File: src/rtl/map_cmd_pkg.sv
// Shared definitions for the memory-map command initiator.
//   - Opcode values carried in the first byte of a command packet.
//   - Response byte constants (write acknowledge, bad-header error).
//   - FSM state encoding, also exported on the debug state output.
package map_cmd_pkg;

  localparam logic [7:0] OP_READ  = 8'h01;
  localparam logic [7:0] OP_WRITE = 8'h02;

  localparam logic [7:0] ACK_BYTE = 8'hA5;
  localparam logic [7:0] ERR_BYTE = 8'hEE;

  typedef enum logic [3:0] {
    ST_HDR     = 4'd0,
    ST_ADDR_HI = 4'd1,
    ST_ADDR_LO = 4'd2,
    ST_DATA_HI = 4'd3,
    ST_DATA_LO = 4'd4,
    ST_WRITE   = 4'd5,
    ST_RD_WAIT = 4'd6,
    ST_TX_HI   = 4'd7,
    ST_TX_LO   = 4'd8,
    ST_TX_ACK  = 4'd9,
    ST_TX_ERR  = 4'd10
  } state_e;

  // True in the states that consume a command byte.
  function automatic logic is_rx_state(input state_e st);
    return (st == ST_HDR) || (st == ST_ADDR_HI) || (st == ST_ADDR_LO) ||
           (st == ST_DATA_HI) || (st == ST_DATA_LO);
  endfunction

endpackage

File: src/rtl/byte_tx_reg.sv
// Registered holding stage for the response byte stream.
//
// Handshake: a byte moves when o_valid & i_ready are both high at a rising
// edge. Once o_valid is high, o_byte and o_valid hold until that handshake.
//
// Ports:
//   i_clk, i_rst  clock, synchronous active-high reset
//   i_load        load i_byte into the stage at the next edge (sets valid)
//   i_byte        byte to load
//   i_ready       downstream consumer ready
//   o_byte        registered response byte
//   o_valid       registered response valid
//   o_fire        handshake happening this cycle (o_valid & i_ready)
module byte_tx_reg (
  input  logic       i_clk,
  input  logic       i_rst,
  input  logic       i_load,
  input  logic [7:0] i_byte,
  input  logic       i_ready,
  output logic [7:0] o_byte,
  output logic       o_valid,
  output logic       o_fire
);

  logic [7:0] byte_q, byte_d;
  logic       valid_q, valid_d;

  // A load in the same cycle as a handshake replaces the consumed byte, which
  // lets back-to-back bytes move one per cycle.
  always_comb begin
    byte_d  = byte_q;
    valid_d = valid_q;
    if (valid_q && i_ready) begin
      valid_d = 1'b0;
    end
    if (i_load) begin
      valid_d = 1'b1;
      byte_d  = i_byte;
    end
  end

  always_ff @(posedge i_clk) begin
    if (i_rst) begin
      byte_q  <= 8'h00;
      valid_q <= 1'b0;
    end else begin
      byte_q  <= byte_d;
      valid_q <= valid_d;
    end
  end

  assign o_byte  = byte_q;
  assign o_valid = valid_q;
  assign o_fire  = valid_q & i_ready;

endmodule

File: src/rtl/map_cmd_initiator.sv
// Memory-map bus initiator driven by a byte-wide command stream.
//
// Command packets (big-endian):
//   read : 0x01 addrHi addrLo                 -> response dataHi dataLo
//   write: 0x02 addrHi addrLo dataHi dataLo   -> response 0xA5
//   any other header byte                     -> response 0xEE
//
// Handshake (both byte streams): a byte transfers on a rising edge where
// valid and ready are both high; the sender holds byte and valid stable
// until that edge.
//
// Ports:
//   i_clk, i_rst        clock, synchronous active-high reset
//   i_rxByte/i_rxValid/o_rxReady   command byte stream in
//   o_txByte/o_txValid/i_txReady   response byte stream out
//   o_memAddr, o_memDataOut, o_memWrEn   bus address, write data, strobe
//   i_memDataIn         bus read data (combinational from o_memAddr)
//   o_dbg_state         current FSM state
module map_cmd_initiator
  import map_cmd_pkg::*;
#(
  parameter int ADDR_W  = 16,
  parameter int RD_WAIT = 1
) (
  input  logic              i_clk,
  input  logic              i_rst,
  input  logic [7:0]        i_rxByte,
  input  logic              i_rxValid,
  output logic              o_rxReady,
  output logic [7:0]        o_txByte,
  output logic              o_txValid,
  input  logic              i_txReady,
  output logic [ADDR_W-1:0] o_memAddr,
  output logic [15:0]       o_memDataOut,
  output logic              o_memWrEn,
  input  logic [15:0]       i_memDataIn,
  output logic [3:0]        o_dbg_state
);

  localparam int CNT_W = (RD_WAIT > 1) ? $clog2(RD_WAIT) : 1;
  localparam logic [CNT_W-1:0] CNT_LAST = CNT_W'(RD_WAIT - 1);

  state_e            state_q, state_d;
  logic              first_q, first_d;
  logic              is_write_q, is_write_d;
  logic [7:0]        addr_hi_q, addr_hi_d;
  logic [7:0]        data_hi_q, data_hi_d;
  logic [ADDR_W-1:0] mem_addr_q, mem_addr_d;
  logic [15:0]       mem_data_q, mem_data_d;
  logic [15:0]       rd_data_q, rd_data_d;
  logic [CNT_W-1:0]  cnt_q, cnt_d;

  logic              rx_ready;
  logic              rx_fire;
  logic              tx_load;
  logic [7:0]        tx_load_byte;
  logic              tx_fire;
  logic              mem_wr_en;
  logic [15:0]       full_addr;

  // first_q blocks command intake for the first cycle after reset.
  assign rx_ready  = is_rx_state(state_q) && !first_q;
  assign rx_fire   = i_rxValid && rx_ready;
  assign full_addr = {addr_hi_q, i_rxByte};

  always_comb begin
    state_d      = state_q;
    first_d      = 1'b0;
    is_write_d   = is_write_q;
    addr_hi_d    = addr_hi_q;
    data_hi_d    = data_hi_q;
    mem_addr_d   = mem_addr_q;
    mem_data_d   = mem_data_q;
    rd_data_d    = rd_data_q;
    cnt_d        = cnt_q;
    tx_load      = 1'b0;
    tx_load_byte = 8'h00;
    mem_wr_en    = 1'b0;

    case (state_q)
      ST_HDR: begin
        if (rx_fire) begin
          if (i_rxByte == OP_READ) begin
            is_write_d = 1'b0;
            state_d    = ST_ADDR_HI;
          end else if (i_rxByte == OP_WRITE) begin
            is_write_d = 1'b1;
            state_d    = ST_ADDR_HI;
          end else begin
            tx_load      = 1'b1;
            tx_load_byte = ERR_BYTE;
            state_d      = ST_TX_ERR;
          end
        end
      end

      ST_ADDR_HI: begin
        if (rx_fire) begin
          addr_hi_d = i_rxByte;
          state_d   = ST_ADDR_LO;
        end
      end

      ST_ADDR_LO: begin
        if (rx_fire) begin
          // Upper address bits beyond ADDR_W are silently dropped.
          mem_addr_d = full_addr[ADDR_W-1:0];
          cnt_d      = '0;
          state_d    = is_write_q ? ST_DATA_HI : ST_RD_WAIT;
        end
      end

      ST_DATA_HI: begin
        if (rx_fire) begin
          data_hi_d = i_rxByte;
          state_d   = ST_DATA_LO;
        end
      end

      ST_DATA_LO: begin
        if (rx_fire) begin
          mem_data_d = {data_hi_q, i_rxByte};
          state_d    = ST_WRITE;
        end
      end

      ST_WRITE: begin
        // Address and data were registered on earlier edges, so they are
        // stable for the whole strobe cycle.
        mem_wr_en    = 1'b1;
        tx_load      = 1'b1;
        tx_load_byte = ACK_BYTE;
        state_d      = ST_TX_ACK;
      end

      ST_RD_WAIT: begin
        if (cnt_q == CNT_LAST) begin
          // High byte goes straight into the output stage at capture time;
          // the low byte comes from the captured copy so later bus changes
          // cannot leak into the response.
          rd_data_d    = i_memDataIn;
          tx_load      = 1'b1;
          tx_load_byte = i_memDataIn[15:8];
          state_d      = ST_TX_HI;
        end else begin
          cnt_d = cnt_q + CNT_W'(1);
        end
      end

      ST_TX_HI: begin
        if (tx_fire) begin
          tx_load      = 1'b1;
          tx_load_byte = rd_data_q[7:0];
          state_d      = ST_TX_LO;
        end
      end

      ST_TX_LO, ST_TX_ACK, ST_TX_ERR: begin
        if (tx_fire) begin
          state_d = ST_HDR;
        end
      end

      default: begin
        state_d = ST_HDR;
      end
    endcase
  end

  always_ff @(posedge i_clk) begin
    if (i_rst) begin
      state_q    <= ST_HDR;
      first_q    <= 1'b1;
      is_write_q <= 1'b0;
      addr_hi_q  <= 8'h00;
      data_hi_q  <= 8'h00;
      mem_addr_q <= '0;
      mem_data_q <= 16'h0000;
      rd_data_q  <= 16'h0000;
      cnt_q      <= '0;
    end else begin
      state_q    <= state_d;
      first_q    <= first_d;
      is_write_q <= is_write_d;
      addr_hi_q  <= addr_hi_d;
      data_hi_q  <= data_hi_d;
      mem_addr_q <= mem_addr_d;
      mem_data_q <= mem_data_d;
      rd_data_q  <= rd_data_d;
      cnt_q      <= cnt_d;
    end
  end

  byte_tx_reg u_tx (
    .i_clk   (i_clk),
    .i_rst   (i_rst),
    .i_load  (tx_load),
    .i_byte  (tx_load_byte),
    .i_ready (i_txReady),
    .o_byte  (o_txByte),
    .o_valid (o_txValid),
    .o_fire  (tx_fire)
  );

  assign o_rxReady    = rx_ready;
  assign o_memAddr    = mem_addr_q;
  assign o_memDataOut = mem_data_q;
  assign o_memWrEn    = mem_wr_en;
  assign o_dbg_state  = state_q;

endmodule

File: config.mk
export PLATFORM = sky130hd
export DESIGN_NAME = map_cmd_initiator
export DESIGN_NICKNAME = d
export VERILOG_FILES = /design/src/rtl/map_cmd_pkg.sv /design/src/rtl/byte_tx_reg.sv /design/src/rtl/map_cmd_initiator.sv
export SDC_FILE = /design/constraint.sdc
export NUM_CORES = 1
export LEC_CHECK = 0
export ABC_AREA = 1
export CAP_MARGIN = 20
export CELL_PAD_IN_SITES_DETAIL_PLACEMENT = 0
export CELL_PAD_IN_SITES_GLOBAL_PLACEMENT = 1
export CORE_MARGIN = 2
export CORE_UTILIZATION = 35
export CTS_BUF_LIST = sky130_fd_sc_hd__clkbuf_8
export DETAILED_ROUTE_END_ITERATION = 12
export GPL_TIMING_DRIVEN = 0
export HOLD_SLACK_MARGIN = 0.08
export PLACE_DENSITY = 0.8
export SLEW_MARGIN = 10
export SYNTH_ARGS = -nofsm -noshare
export SYNTH_HDL_FRONTEND = slang
export SYNTH_HIERARCHICAL = 1
export SYNTH_SLANG_ARGS = --single-unit
File: constraint.sdc
create_clock -name i_clk -period 2.7 [get_ports i_clk]
set_clock_uncertainty 0.15 [all_clocks]
set_input_delay 0.54 -clock i_clk [delete_from_list [all_inputs] [get_ports i_clk]]
set_output_delay 0.54 -clock i_clk [all_outputs]
set_load 0.05 [all_outputs]
Word level (Yosys, flattened, before mapping) --
Index checks and enable logic that the tools add are counted.
Storage, ports and cells: register bits 72
Operators by class: $add $sub $neg 1, equal/unequal tests 20, multiplexer cells 33, bitwise operators 2, reduce and logical (&&, ||, !) cells 21
Operators by type and width (count):
- 4-bit two-way mux | 10
- 8-bit two-way mux | 5
- 4-bit one-hot mux with 9 select lines | 1
- 8-bit one-hot mux with 4 select lines | 1
- 4-bit by 3-bit equality test with 1-bit output, second input constant | 4
- 2-bit != test, second input constant | 8
- 1-bit two-way mux | 13
- 4-bit equality test, second input constant | 3
- 2-bit AND reduction | 6
- 4-bit by 2-bit equality test with 1-bit output, second input constant | 2
- 8-bit by 1-bit equality test with 1-bit output, second input constant | 1
- 8-bit by 2-bit equality test with 1-bit output, second input constant | 1
- 8-bit AND reduction | 1
- 2-bit nonzero test | 3
- 4-bit by 1-bit equality test with 1-bit output, second input constant | 1
- 4-bit logical NOT | 1
- 1-bit logical OR | 4
- 1-bit one-hot mux with 4 select lines | 1
- 1-bit logical AND | 3
- 3-bit two-way mux | 1
- 3-bit AND reduction | 1
- 3-bit OR reduction | 1
- 1-bit one-hot mux with 2 select lines | 1
- 1-bit adder, second input constant | 1
- other kinds (3) | 3

Longest topological paths before layout --
word-level depth 10, gate-level depth with buffers 11, mapped depth without buffers 11

Modules after synthesis --
Netlist, hierarchy kept.
Modules (own cells, without submodules):
- map_cmd_initiator | times used 1, cells each 388, area each 2653.8 sq um
- byte_tx_reg | times used 1, cells each 40, area each 311.5 sq um

Least setup slack after synthesis --
OpenSTA, ideal clock, no wires.
path type reg-to-reg, start point register state_q[0] (netlist: o_dbg_state[0]), end point register u_tx.byte_q[0] (netlist: u_tx/o_byte[0]), setup time 0.117 ns, arrival 2.006 ns, required time 2.433 ns, path slack 0.428 ns, cell stages (with the launch flop) 10, path buffers 0, clock period less this slack 2.272 ns, path through dfxtp_1 -> inv_1 -> nor2_1 -> nand2_1 -> inv_1 -> nor2_1 -> nand3_1 -> inv_2 -> nor2_1 -> nor2_1
Between the ends: cells in the longest elaborated chain, start to end 9, elaborated cells on any way between the ends 18
Ends and longest elaborated chain:
- start: declaration | RTL line map_cmd_initiator.sv:43 | state_e state_q, state_d;
- start signal: assignment | RTL line map_cmd_initiator.sv:182 | state_q <= state_d;
- 4-bit by 1-bit equality test with 1-bit output or 4-bit logical NOT (tied branches) | RTL line map_cmd_pkg.sv:29, map_cmd_initiator.sv:80
- 1-bit logical OR (3 in a row) | RTL line map_cmd_pkg.sv:29 | return (st == ST_HDR) || (st == ST_ADDR_HI) || (st == ST_ADDR_LO) ||
- 1-bit logical OR | RTL line map_cmd_pkg.sv:30 | (st == ST_DATA_HI) || (st == ST_DATA_LO);
- 1-bit logical AND | RTL line map_cmd_initiator.sv:62 | assign rx_ready = is_rx_state(state_q) && !first_q;
- 1-bit logical AND | RTL line map_cmd_initiator.sv:63 | assign rx_fire = i_rxValid && rx_ready;
- 1-bit two-way mux | RTL line map_cmd_initiator.sv:82 | if (rx_fire) begin
- 1-bit one-hot mux with 4 select lines * | RTL line map_cmd_initiator.sv:80 | case (state_q)
- named net tx_load | RTL line map_cmd_initiator.sv:55 | logic tx_load;
- end signal: assignment | RTL line byte_tx_reg.sv:47 | byte_q <= byte_d;
- end: declaration | RTL line byte_tx_reg.sv:25 | logic [7:0] byte_q, byte_d;
The timed path passes the listed nets; every way through them passes the cells marked *. A chain may end at the register's enable or synchronous reset.

Worst setup path in the final report --
start point register state_q[0] (netlist: o_dbg_state[0]), end point output port o_memWrEn
Between the ends: cells in the longest elaborated chain, start to end 2
Ends and longest elaborated chain:
- 4-bit by 3-bit equality test with 1-bit output | RTL line map_cmd_initiator.sv:80
- 1-bit two-way mux | RTL line map_cmd_initiator.sv:80
- end: declaration | RTL line map_cmd_initiator.sv:35 | output logic o_memWrEn,
No other way between the ends.

==> summary.md <==
| Metric | Value |
|---|---|
| Vias in the first global route | `approximately 2700` |
| Sequential share of power | `a little over a third` |
| Status | `completed` |
| CP cell instances | `inv_1 > nor2_1 > nand2_1 > inv_1 > dlygate4sd2_1` |
| First-pass GRT wire length | `roughly 13000 µm` |
| Cell accounting for the most synthesized area | `dfxtp_1` |
| Area delta synth->final | `37.3%` |
| Area taken by multi-input logic gates | `approximately 1200 µm²` |
| FP Rows | `33` |
| Root Driver | `clkbuf_8` |
| CP delay by family, top | `buffers and inverters` |
| Max stage delay on crit path | `0.54 ns` |
| Kind of critical path | `flop to primary output` |
| Net Sw Frac | `between 30% and 40%` |
| CTS buffer count | `9` |
| Yosys reg bits | `71` |
| Post-Syn Nets | `roughly 460` |
| Final hold vios | `0` |
| Filler Cell Count | `about 850` |
| Setup violators final | `0` |
| Crit path to | `o_memWrEn` |
| Met2 wire len | `3680 µm` |
| Largest net degree at the start of global routing | `13` |
| R2R depth | `10` |
| R2R Path End | `u_tx/o_byte[1]$_SDFFE_PP0P_` |
| CTS tree | `yes` |
| Worst path slowest cell | `dlygate4sd2_1` |
| Final #Nets | `approximately 540` |
| Layout cells sized above 1 | `6.95%` |
| IO Pins | `75` |
| Syn Area/Cell | `between 6 and 7 µm²` |
| Iter 0 DRT Violations | `between 100 and 150` |
| Period utilization | `94.0%` |
| Met3 routed WL | `a little over 400 µm` |
| Commonest non-fill, non-tap cell in the layout | `nor2_1` |
| Max Cap Violations | `0` |
| RSZ-0062 raised after global routing | `no` |
| Die area | `slightly above 9000 µm²` |
| CP bufs+invs | `3` |
| # clock sinks | `71` |
| CP startpoint | `o_dbg_state[0]$_SDFFE_PP0P_` |
| Crit-path max FO | `8` |
| Setup TNS | `0 ns` |
| Initial antenna violation count | `0` |
| M1 WL | `about 3700 µm` |
| Synth top area share | `47.9%` |
| Peak VDD IR | `approximately 0.38 mV` |
| Input/output buffers | `74` |
| Data required, critical path | `about 2.0 ns` |
| H-tree Lvls | `3` |
| Clock power share | `a little over a quarter` |
| Measured slew at the worst slew-check pin | `around 0.54 ns` |
| Worst path depth | `5` |
| CTS max path bufs | `2` |
| Startpoint types | `flop` |
| Pint | `approximately 2.2 mW` |
| Sw power | `approximately 1.4 mW` |
| Die Width | `approximately 96 µm` |
| Combinational Power Share | `about 36%` |
| Vias per cell | `roughly 4.6` |
| Fmax | `~390 MHz` |
| Slew HR | `a little under two thirds` |
| Syn. warnings | `6` |
| Top cell by count, worst path | `inv_1` |
| Most frequent cells in the layout | `nor2_1, nand2_1, clkdlybuf4s50_1` |
| Mapped Cells | `roughly 430` |
| Min Hold Slack | `slightly below 0.3 ns` |
| Placeable Area | `slightly above 8000 µm²` |
| Non-filler cells, final | `623` |
| Arr. time, crit path | `roughly 1.9 ns` |
| Crit. End Element | `primary output` |
| Slew Limit Fails | `0` |
| PD cells | `873 nW/µm²` |
| Antenna diode count | `0` |
| Die height | `96.0 µm` |
| Netlist cell types | `25` |
| Count of antenna-violating nets left after detailed routing | `0` |
| Leak | `between 1.5 and 2 nW` |
| Pre-Repair DR Iteration Count | `4` |
| Post-layout min period | `about 2.5 ns` |
| Flip-flop and latch area | `approximately 1400 µm²` |
| Fin util | `between 40% and 50%` |
| Worst R2R Start | `o_dbg_state[3]$_SDFFE_PP0P_` |
| Placed Cells | `approximately 610` |
| Initial Utilization | `a little over a third` |
| Cell area after synthesis | `between 2000 and 3000 µm²` |
| Routed len/inst | `12.6 µm` |
| DR vias | `2849` |
| Final Routed Wirelength | `7860 µm` |
| DR top layer | `met4` |
| Top cells by area, synth | `dfxtp_1, nor2_1, nand2_1` |
| Tot GR Track Use | `17.6%` |
| Detailed Place HPWL | `5690 µm` |
| R2R Setup Slk | `0.69 ns` |
| Hold_sp | `data_hi_q[2]$_SDFFE_PP0P_` |
| Gr ovfl total | `0` |
| Hold Crit Class | `flop to flop` |
| Worst-path clk slew | `around 0.070 ns` |
| Routability cong. | `0.877` |
| DRC | `0` |
| Post-synthesis sequential area ratio | `approximately 48%` |
| Skew-Pair Late Insertion Delay | `0.34 ns` |
-- synthesized netlist by cell type (all sizes together) --
| cell type | count |
|---|---|
| nor2 | 109 |
| nand2 | 75 |
| dfxtp | 71 |
| inv | 59 |
| o21ai | 41 |
| a21oi | 34 |
| nand3 | 12 |
| buf | 9 |
| clkbuf | 7 |
| nand4 | 3 |
| nor3 | 2 |
| or2 | 2 |
| a22o | 1 |
| o211ai | 1 |
| o21bai | 1 |
| xor2 | 1 |
-- cells by family (layout without fill, tap and decap cells) --
family,after synthesis,after routing,synth area share [%]
flip-flops,71,71,47.9
AND/OR/NAND/NOR,203,203,27.6
XOR/XNOR,1,1,0.295
AO/OA/AOI/OAI,78,78,14.0
buffers and inverters,75,165,10.3
-- flip-flops by register name, summed over array words and instances (netlist names) --
name / count
addr_hi_q: 8
data_hi_q: 8
first_q: 1
is_write_q: 1
o_dbg_state: 4
o_memAddr: 16
o_memDataOut: 16
rd_data_q: 8
u_tx/o_byte: 8
u_tx/o_valid: 1
-- area by class of cell --
type	instances	share of cell area (%)
sequential	71	34.9
multi-input combinational	282	30.6
timing repair buffer	74	18.1
inverter	59	5.44
clock buffer	11	3.72
tap	105	3.23
buffer	16	2.03
clock inverter	5	1.94
-- power groups by stage --
stage	clock, mW	combinational [mW]	sequential [mW]
final	0.975	1.29	1.29
after global placement	0	1.29	1.31
after CTS	0.998	1.29	1.29
after detailed placement	0	1.29	1.32
after floorplan	0	0.504	1.69
after global routing	1.04	1.41	1.31
-- layer usage --
metal / vias up / track usage (%)
met3: 6 / 4.78
met1: 1294 / 22.6
met4: 0 / 5.71
li1: 1493 / -
met5: - / 0
met2: 56 / 28.7
-- through the flow --
| stage | total power, mW | instance area (µm²) | setup slack, ns |
|---|---|---|---|
| floorplan | 2.19 | 2970 | 0.428 |
| global placement | 2.60 | 3840 | -0.302 |
| detailed placement | 2.61 | 3840 | -0.304 |
| CTS | 3.58 | 4070 | 0.0486 |
| global route | 3.76 | 4070 | 0.0337 |
| finish | 3.56 | 4070 | 0.163 |
-- how the worst min path moves through the flow --
stage | to | slack [ns] | cells past startpoint
6_report | data_hi_q[2]$_SDFFE_PP0P_ | 0.30 | 2
5_1_grt | data_hi_q[2]$_SDFFE_PP0P_ | 0.31 | 2
4_1_cts | data_hi_q[2]$_SDFFE_PP0P_ | 0.30 | 2
3_5_place_dp | data_hi_q[6]$_SDFFE_PP0P_ | 0.29 | 2
3_3_place_gp | o_memAddr[7]$_SDFFE_PP0P_ | 0.28 | 2
2_1_floorplan | data_hi_q[1]$_SDFFE_PP0P_ | 0.27 | 2
-- worst register-to-register path, stage by stage, from the launching register on --
cell     delay [ns]
dfxtp_1        0.37
nor2_2         0.25
inv_2          0.11
nor2_1         0.16
nand2_1        0.12
nor2_1         0.20
nor2_2         0.10
nand3_2        0.16
inv_2          0.12
nor2_1         0.11
nor2_1         0.05
-- repair_timing --
action,4_1_cts,5_1_grt
hold buffers,0,0
buffers inserted,0,0
gates resized for setup,2,2
endpoints found under the setup margin,2,9
(Power assumes the default switching activity.)
